File: src/rtl/soc_bus_pkg.sv
// Shared SoC data-bus definitions: bridge FSM states, address regions and the default memory map.
// The bridge top and the region decoder both import this package.
package soc_bus_pkg;

    typedef enum logic [1:0] {
        IDLE   = 2'd0,
        SETUP  = 2'd1,
        ACCESS = 2'd2,
        DONE   = 2'd3
    } bridge_state_t;

    typedef enum logic [1:0] {
        RAM      = 2'd0,
        PERIPH   = 2'd1,
        UNMAPPED = 2'd2
    } region_t;

    localparam int          DEF_N_SLV        = 4;
    localparam int          DEF_PADDR_W      = 3;
    localparam int          DEF_PDATA_W      = 8;
    localparam logic [31:0] DEF_RAM_TOP      = 32'h0000_0FFF;
    localparam logic [31:0] DEF_PERIPH_BASE  = 32'h0001_0000;
    localparam int          DEF_SLV_WIN_BITS = 8;
    localparam int          DEF_TIMEOUT_CYC  = 16;

    // Produces a one-hot slave select; callers truncate the result to their slave count.
    function automatic logic [31:0] onehot32(input logic [4:0] idx);
        onehot32 = 32'd1 << idx;
    endfunction

endpackage

File: src/rtl/apb_multi_slave_bridge_if.sv
// APB bus bundle shared by the bridge (master side) and the attached slaves.
// Read data, ready and error are concatenated per slave, with slave k in slice k.
interface apb_multi_slave_bridge_if #(
    parameter int N_SLV   = 4,
    parameter int PADDR_W = 3,
    parameter int PDATA_W = 8
) ();
    logic [N_SLV-1:0]         psel;
    logic                     penable;
    logic                     pwrite;
    logic [PADDR_W-1:0]       paddr;
    logic [PDATA_W-1:0]       pwdata;
    logic [N_SLV*PDATA_W-1:0] prdata;
    logic [N_SLV-1:0]         pready;
    logic [N_SLV-1:0]         pslverr;

    modport master (
        output psel, penable, pwrite, paddr, pwdata,
        input  prdata, pready, pslverr
    );

    modport slave (
        input  psel, penable, pwrite, paddr, pwdata,
        output prdata, pready, pslverr
    );
endinterface

File: src/rtl/bus_region_decode.sv
// Combinational address decoder: classifies a byte address as RAM, APB peripheral or unmapped,
// and extracts the slave index. Kept separate so an instruction-side bridge can reuse it.
module bus_region_decode
    import soc_bus_pkg::*;
#(
    parameter int          N_SLV        = DEF_N_SLV,
    parameter int          SLV_WIN_BITS = DEF_SLV_WIN_BITS,
    parameter logic [31:0] RAM_TOP      = DEF_RAM_TOP,
    parameter logic [31:0] PERIPH_BASE  = DEF_PERIPH_BASE
) (
    input  logic [31:0]              addr,
    output region_t                  region,
    output logic [$clog2(N_SLV)-1:0] idx
);
    localparam int IDX_W  = $clog2(N_SLV);
    localparam int HI_LSB = SLV_WIN_BITS + IDX_W;

    // RAM takes priority; a peripheral hit needs the window tag to match and an existing slave.
    always_comb begin
        idx    = addr[SLV_WIN_BITS +: IDX_W];
        region = UNMAPPED;
        if (addr <= RAM_TOP) begin
            region = RAM;
        end else if ((addr[31:HI_LSB] == PERIPH_BASE[31:HI_LSB]) &&
                     (32'(idx) < 32'(N_SLV))) begin
            region = PERIPH;
        end else begin
            region = UNMAPPED;
        end
    end

endmodule

File: src/rtl/apb_multi_slave_bridge.sv
// CPU data-port bridge: zero-wait RAM pass-through, APB SETUP/ACCESS sequencing to N_SLV slaves
// with pipeline stall and PREADY timeout, and a one-cycle error flag for faults and holes in the map.
module apb_multi_slave_bridge
    import soc_bus_pkg::*;
#(
    parameter int          N_SLV        = DEF_N_SLV,
    parameter int          PADDR_W      = DEF_PADDR_W,
    parameter int          PDATA_W      = DEF_PDATA_W,
    parameter logic [31:0] RAM_TOP      = DEF_RAM_TOP,
    parameter logic [31:0] PERIPH_BASE  = DEF_PERIPH_BASE,
    parameter int          SLV_WIN_BITS = DEF_SLV_WIN_BITS,
    parameter int          TIMEOUT_CYC  = DEF_TIMEOUT_CYC
) (
    input  logic                        PCLK,
    input  logic                        PRESETn,
    input  logic [31:0]                 cpu_addr,
    input  logic [31:0]                 cpu_wdata,
    input  logic                        cpu_mem_write,
    input  logic                        cpu_mem_read,
    output logic [31:0]                 cpu_rdata,
    output logic                        cpu_stall,
    output logic                        cpu_err,
    output logic                        ram_cs,
    output logic                        ram_we,
    input  logic [31:0]                 ram_rdata,
    apb_multi_slave_bridge_if.master    apb
);
    localparam int IDX_W = $clog2(N_SLV);
    localparam int CNT_W = (TIMEOUT_CYC > 1) ? $clog2(TIMEOUT_CYC) : 1;
    localparam logic [CNT_W-1:0] CNT_LAST = (TIMEOUT_CYC > 0) ? CNT_W'(TIMEOUT_CYC - 1) : '0;
    localparam bit TIMEOUT_EN = (TIMEOUT_CYC != 0);

    bridge_state_t      state_r;
    bridge_state_t      state_nxt_s;
    region_t            region_s;
    logic [IDX_W-1:0]   idx_s;
    logic               req_s;
    logic               launch_s;
    logic               sel_ready_s;
    logic               sel_err_s;
    logic [PDATA_W-1:0] sel_rdata_s;
    logic               timeout_s;

    logic [IDX_W-1:0]   idx_r;
    logic [PADDR_W-1:0] paddr_r;
    logic [PDATA_W-1:0] pwdata_r;
    logic               pwrite_r;
    logic [N_SLV-1:0]   psel_r;
    logic               penable_r;
    logic [31:0]        rdata_r;
    logic               err_r;
    logic [CNT_W-1:0]   cnt_r;

    // Only the low store bits reach APB; the rest is intentionally dropped.
    logic unused_s;
    assign unused_s = ^cpu_wdata;

    bus_region_decode #(
        .N_SLV        (N_SLV),
        .SLV_WIN_BITS (SLV_WIN_BITS),
        .RAM_TOP      (RAM_TOP),
        .PERIPH_BASE  (PERIPH_BASE)
    ) u_decode (
        .addr   (cpu_addr),
        .region (region_s),
        .idx    (idx_s)
    );

    assign req_s       = cpu_mem_read | cpu_mem_write;
    assign launch_s    = (state_r == IDLE) && req_s && (region_s == PERIPH);
    assign sel_ready_s = apb.pready[idx_r];
    assign sel_err_s   = apb.pslverr[idx_r];
    assign sel_rdata_s = apb.prdata[int'(idx_r) * PDATA_W +: PDATA_W];
    assign timeout_s   = TIMEOUT_EN && (cnt_r == CNT_LAST);

    assign apb.psel    = psel_r;
    assign apb.penable = penable_r;
    assign apb.pwrite  = pwrite_r;
    assign apb.paddr   = paddr_r;
    assign apb.pwdata  = pwdata_r;

    // FSM state register.
    always_ff @(posedge PCLK or negedge PRESETn) begin
        if (!PRESETn) begin
            state_r <= IDLE;
        end else begin
            state_r <= state_nxt_s;
        end
    end

    // Next-state and CPU/RAM-side outputs; RAM and unmapped accesses finish within the IDLE cycle.
    always_comb begin
        state_nxt_s = state_r;
        cpu_stall   = 1'b0;
        cpu_err     = 1'b0;
        cpu_rdata   = 32'h0000_0000;
        ram_cs      = 1'b0;
        ram_we      = 1'b0;
        case (state_r)
            IDLE: begin
                if (req_s) begin
                    case (region_s)
                        RAM: begin
                            ram_cs    = 1'b1;
                            ram_we    = cpu_mem_write;
                            cpu_rdata = ram_rdata;
                        end
                        PERIPH: begin
                            cpu_stall   = 1'b1;
                            state_nxt_s = SETUP;
                        end
                        UNMAPPED: cpu_err = 1'b1;
                        default:  cpu_err = 1'b1;
                    endcase
                end else begin
                    state_nxt_s = IDLE;
                end
            end
            SETUP: begin
                cpu_stall   = 1'b1;
                state_nxt_s = ACCESS;
            end
            ACCESS: begin
                cpu_stall = 1'b1;
                if (sel_ready_s || timeout_s) begin
                    state_nxt_s = DONE;
                end else begin
                    state_nxt_s = ACCESS;
                end
            end
            DONE: begin
                cpu_rdata   = rdata_r;
                cpu_err     = err_r;
                state_nxt_s = IDLE;
            end
            default: state_nxt_s = IDLE;
        endcase
    end

    // APB request capture, handshake strobes, timeout counter and completion latch.
    always_ff @(posedge PCLK or negedge PRESETn) begin
        if (!PRESETn) begin
            idx_r     <= '0;
            paddr_r   <= '0;
            pwdata_r  <= '0;
            pwrite_r  <= 1'b0;
            psel_r    <= '0;
            penable_r <= 1'b0;
            rdata_r   <= 32'h0000_0000;
            err_r     <= 1'b0;
            cnt_r     <= '0;
        end else begin
            case (state_r)
                IDLE: begin
                    if (launch_s) begin
                        idx_r    <= idx_s;
                        paddr_r  <= cpu_addr[PADDR_W-1:0];
                        pwdata_r <= cpu_wdata[PDATA_W-1:0];
                        pwrite_r <= cpu_mem_write;
                        psel_r   <= N_SLV'(onehot32(5'(idx_s)));
                        cnt_r    <= '0;
                    end
                end
                SETUP: penable_r <= 1'b1;
                ACCESS: begin
                    cnt_r <= cnt_r + CNT_W'(1'b1);
                    if (sel_ready_s) begin
                        rdata_r   <= 32'(sel_rdata_s);
                        err_r     <= sel_err_s;
                        psel_r    <= '0;
                        penable_r <= 1'b0;
                    end else if (timeout_s) begin
                        rdata_r   <= 32'h0000_0000;
                        err_r     <= 1'b1;
                        psel_r    <= '0;
                        penable_r <= 1'b0;
                    end
                end
                DONE: cnt_r <= '0;
                default: begin
                    psel_r    <= '0;
                    penable_r <= 1'b0;
                end
            endcase
        end
    end

endmodule
File: src/flat_wrapper.sv
// flat-port wrapper written by rule: the top's interface ports become plain ports
module apb_multi_slave_bridge_flat import soc_bus_pkg::*;
#(
    parameter int          N_SLV        = DEF_N_SLV,
    parameter int          PADDR_W      = DEF_PADDR_W,
    parameter int          PDATA_W      = DEF_PDATA_W,
    parameter logic [31:0] RAM_TOP      = DEF_RAM_TOP,
    parameter logic [31:0] PERIPH_BASE  = DEF_PERIPH_BASE,
    parameter int          SLV_WIN_BITS = DEF_SLV_WIN_BITS,
    parameter int          TIMEOUT_CYC  = DEF_TIMEOUT_CYC
)
  (PCLK, PRESETn, cpu_addr, cpu_wdata, cpu_mem_write, cpu_mem_read, cpu_rdata, cpu_stall, cpu_err, ram_cs, ram_we, ram_rdata, apb_psel, apb_penable, apb_pwrite, apb_paddr, apb_pwdata, apb_prdata, apb_pready, apb_pslverr);
  apb_multi_slave_bridge_if #(.N_SLV(N_SLV), .PADDR_W(PADDR_W), .PDATA_W(PDATA_W)) apb_i ();
  input  logic PCLK;
  input  logic PRESETn;
  input  logic [31:0] cpu_addr;
  input  logic [31:0] cpu_wdata;
  input  logic cpu_mem_write;
  input  logic cpu_mem_read;
  output logic [31:0] cpu_rdata;
  output logic cpu_stall;
  output logic cpu_err;
  output logic ram_cs;
  output logic ram_we;
  input  logic [31:0] ram_rdata;
  output wire logic [$bits(apb_i.psel)-1:0] apb_psel;
  output wire logic [$bits(apb_i.penable)-1:0] apb_penable;
  output wire logic [$bits(apb_i.pwrite)-1:0] apb_pwrite;
  output wire logic [$bits(apb_i.paddr)-1:0] apb_paddr;
  output wire logic [$bits(apb_i.pwdata)-1:0] apb_pwdata;
  input wire logic [$bits(apb_i.prdata)-1:0] apb_prdata;
  input wire logic [$bits(apb_i.pready)-1:0] apb_pready;
  input wire logic [$bits(apb_i.pslverr)-1:0] apb_pslverr;
  assign apb_psel = apb_i.psel;
  assign apb_penable = apb_i.penable;
  assign apb_pwrite = apb_i.pwrite;
  assign apb_paddr = apb_i.paddr;
  assign apb_pwdata = apb_i.pwdata;
  assign apb_i.prdata = apb_prdata;
  assign apb_i.pready = apb_pready;
  assign apb_i.pslverr = apb_pslverr;
  apb_multi_slave_bridge #(.N_SLV(N_SLV), .PADDR_W(PADDR_W), .PDATA_W(PDATA_W), .RAM_TOP(RAM_TOP), .PERIPH_BASE(PERIPH_BASE), .SLV_WIN_BITS(SLV_WIN_BITS), .TIMEOUT_CYC(TIMEOUT_CYC)) u_core (.PCLK(PCLK), .PRESETn(PRESETn), .cpu_addr(cpu_addr), .cpu_wdata(cpu_wdata), .cpu_mem_write(cpu_mem_write), .cpu_mem_read(cpu_mem_read), .cpu_rdata(cpu_rdata), .cpu_stall(cpu_stall), .cpu_err(cpu_err), .ram_cs(ram_cs), .ram_we(ram_we), .ram_rdata(ram_rdata), .apb(apb_i));
endmodule
File: config.mk
export PLATFORM = sky130hd
export DESIGN_NAME = apb_multi_slave_bridge_flat
export DESIGN_NICKNAME = d
export VERILOG_FILES = /design/src/rtl/soc_bus_pkg.sv /design/src/rtl/apb_multi_slave_bridge_if.sv /design/src/rtl/bus_region_decode.sv /design/src/rtl/apb_multi_slave_bridge.sv /design/src/flat_wrapper.sv
export SDC_FILE = /design/constraint.sdc
export NUM_CORES = 1
export LEC_CHECK = 0
export CORE_MARGIN = 3
export CORE_UTILIZATION = 33
export DETAILED_ROUTE_END_ITERATION = 10
export GPL_ROUTABILITY_DRIVEN = 1
export PLACE_DENSITY = 0.83
export SLEW_MARGIN = 15
export SYNTH_ARGS = -nofsm -noshare
export SYNTH_HDL_FRONTEND = slang
export SYNTH_SLANG_ARGS = --single-unit
File: constraint.sdc
create_clock -name PCLK -period 4 [get_ports PCLK]
set_input_delay 0.4 -clock PCLK [delete_from_list [all_inputs] [get_ports PCLK]]
set_output_delay 0.4 -clock PCLK [all_outputs]
set_load 0.005 [all_outputs]
==> flow_summary.toml <==
[logic_synthesis]
yosysSeqAreaShare_pct = 40.84
yosys.area.top_type_share_pct = 40.84
yosysTopAreaCell = "dfrtp_1"
ys_ff_latch = 34
syn-num-nets = 357
synth_area_leaders = "dfrtp_1, mux4_2, nand2_1, and3_1, a32o_1"
synthFlopType = "dfrtp_1"
yosysMostFrequentCell = "nand2_1"
synth-edff-count = 0
syn-cell-area_mm2 = 0.002083
syn_inst = 212
syn_avg_cell_area_um2 = 9.827
yosysWarnings = 0
ys_types = 39
async_flop_share_pct = 100.0
synthTopCellsByCount = "nand2_1, dfrtp_1, and3_1"

[cts]
post-cts-setup-buffers = 0
cts_root_buffer = "clkbuf_8"
cts_buffers = 5
h-tree-depth = 2
cts_tree = "done"
cts_resized = 0
clk_pin_slew_worst_paths_ps = 70
clock-sinks = 34
clockBufferDepth = 2
ctsHoldBuffers = 0
clk_latency_ps = 280

[sta]
clock_skew_ps = 5.903
fin_tns_setup_ps = 0
drv_slew = 0
tightest_slew_ps = 760.6
fin_ws_ps = 771.0
setup_viol_count_final = 0
period_minus_slack_ps = 3229
slew_headroom_pct = 49.29
timing.fmax_mhz = 309.7
finalHoldWorstSlack_ps = 185.6
finalHoldViolCount = 0
rsz0062_at_grt = "false"
fin_crit_sh_pct = 80.73

[grt]
antenna_found_initial = 0
overflow = 0
grt_pass1_vias = 2368
grt_pass1_wl_mm = 11.47
gr-usage-all-layers_pct = 19.59
grt_max_degree = 35

[place]
dpl.cell_count = 437
portBuffers = 163
gp_congestion = 0.8231
dp_hpwl_mm = 5.903
post-place-ws_ps = 738.3

[floorplanning]
start_util_pct = 34.57
ios = 193
die_area_mm2 = 0.007303
die_height_um = 85.46
die_width_um = 85.46
num_rows = 28
core_mm2 = 0.006026

[cells_and_area]
fin_nets = 514
drive_above_1_share_pct = 6.757
synthToLayoutAreaGrowth_pct = 84.20
diodes = 0
instances_no_fill = 445

[power_and_ir_drop]
ir_drop_uv = 254.9
p_leak_nw = 1.663
powerDensity_mw_per_mm2 = 348.2

[detailed_routing]
drt-initial-drc-count = 64
wl_mm = 7.197
viasPerCell = 5.079
num_vias = 2260
drc_errors = 0
first_pass_iters = 4
drtAntennaViolNets = 0
wl_per_cell_um = 16.17

[min_path]
min_path_type = "input pin to async pin"

[critical_path]
startpoint = "cpu_addr[26]"
critPathCaptureType = "output pin"
cpMaxStageDelayCell = "or4_1"
crit_arrival_ps = 2830
cpMostUsedCell = "clkdlybuf4s50_1"
cp_cell_sequence = "clkdlybuf4s50_1 -> or4_1 -> or2_1 -> nor4_4 -> and2_1 -> a22o_1 -> clkdlybuf4s50_1"
crit_path_max_incr_delay_ps = 540
worstSetupStartpointType = "input pin"
reg2reg_depth = 7
path_class = "input pin to output pin"
reg2reg_from = "u_core.state_r[1]"
worstPathMaxFanout = 8
cp_data_required_time_ps = 3600

[flow_run]
drv_cap = 0

[outcome]
status = "finished clean"
path summary, 6_finish.rpt:
kind,slack (ps),endpoint
setup / recovery,770,cpu_rdata[4]
hold / removal,190,u_core.apb.paddr[2]
setup reg to reg,1160,u_core.apb.psel[3]
hold reg to reg,470,u_core.apb.pwdata[7]
max in group asynchronous,3320,u_core.cnt_r[3]
min in group PCLK,470,u_core.apb.pwdata[7]
cell type report:
class / count / area (um^2)
fill: 497 / 2188
timing repair buffer: 166 / 1649
multi-input combinational: 156 / 1130
sequential: 34 / 850.8
tap: 75 / 93.84
clock buffer: 7 / 86.33
inverter: 6 / 22.52
clock inverter: 1 / 5.005
stage by stage:
step	total power [mW]	util (%)	instance area [um^2]
floorplan	0.8030	-	2083
global placement	1.059	62.17	3746
detailed placement	1.081	62.17	3746
CTS	1.349	63.68	3837
global route	1.442	63.68	3837
finish	1.336	63.68	3837
critical path: cells and delay by family:
family / cells / cell delay [ps]
AOI/OAI and AO/OA: 1 / 200
and+or+nand+nor: 4 / 1320
buffers and inverters: 2 / 910
sequential cells by signal, summed over array words and instances, names as in the netlist:
signal              count
u_core.apb.penable      1
u_core.apb.pwrite       1
u_core.apb.psel         4
u_core.rdata_r          8
u_core.state_r          2
u_core.err_r            1
u_core.apb.paddr        3
u_core.cnt_r            4
u_core.idx_r            2
u_core.apb.pwdata       8
cells in the final DEF (no fill, tap or decap), types with 6 or more instances in the layout:
cell type	instances
nand2_1	46
clkbuf_8	6
dfrtp_1	34
a22o_1	9
clkdlybuf4s50_1	162
o21ai_0	8
mux4_2	10
inv_1	6
and3_1	25
a32o_1	9
metal layers:
metal  track usage [%]  vias up  wire, um
met1             22.07     1056      2784
met2             35.59       99      3685
met5                 0        -         0
met4             5.324        0       121
met3             6.019       14       606
li1                  -     1091         -
cell families (layout without fill, tap and decap cells):
logic type	count (synthesis)	after routing	synth area share (%)
AO/OA/AOI/OAI	38	38	14.29
adder cells (fa/ha/maj)	5	5	3.003
buffers and inverters	22	180	4.925
flip-flops	34	34	40.84
multiplexers	12	12	11.83
AND/OR/NAND/NOR	101	101	25.11
where the power goes:
part | internal, mW | leakage (nW) | switching, mW
sequential | 0.421 | 0.448 | 0.0543
clock | 0.139 | 0.0482 | 0.120
combinational | 0.316 | 1.17 | 0.287
total | 0.876 | 1.66 | 0.461
(Power assumes the default switching activity.)
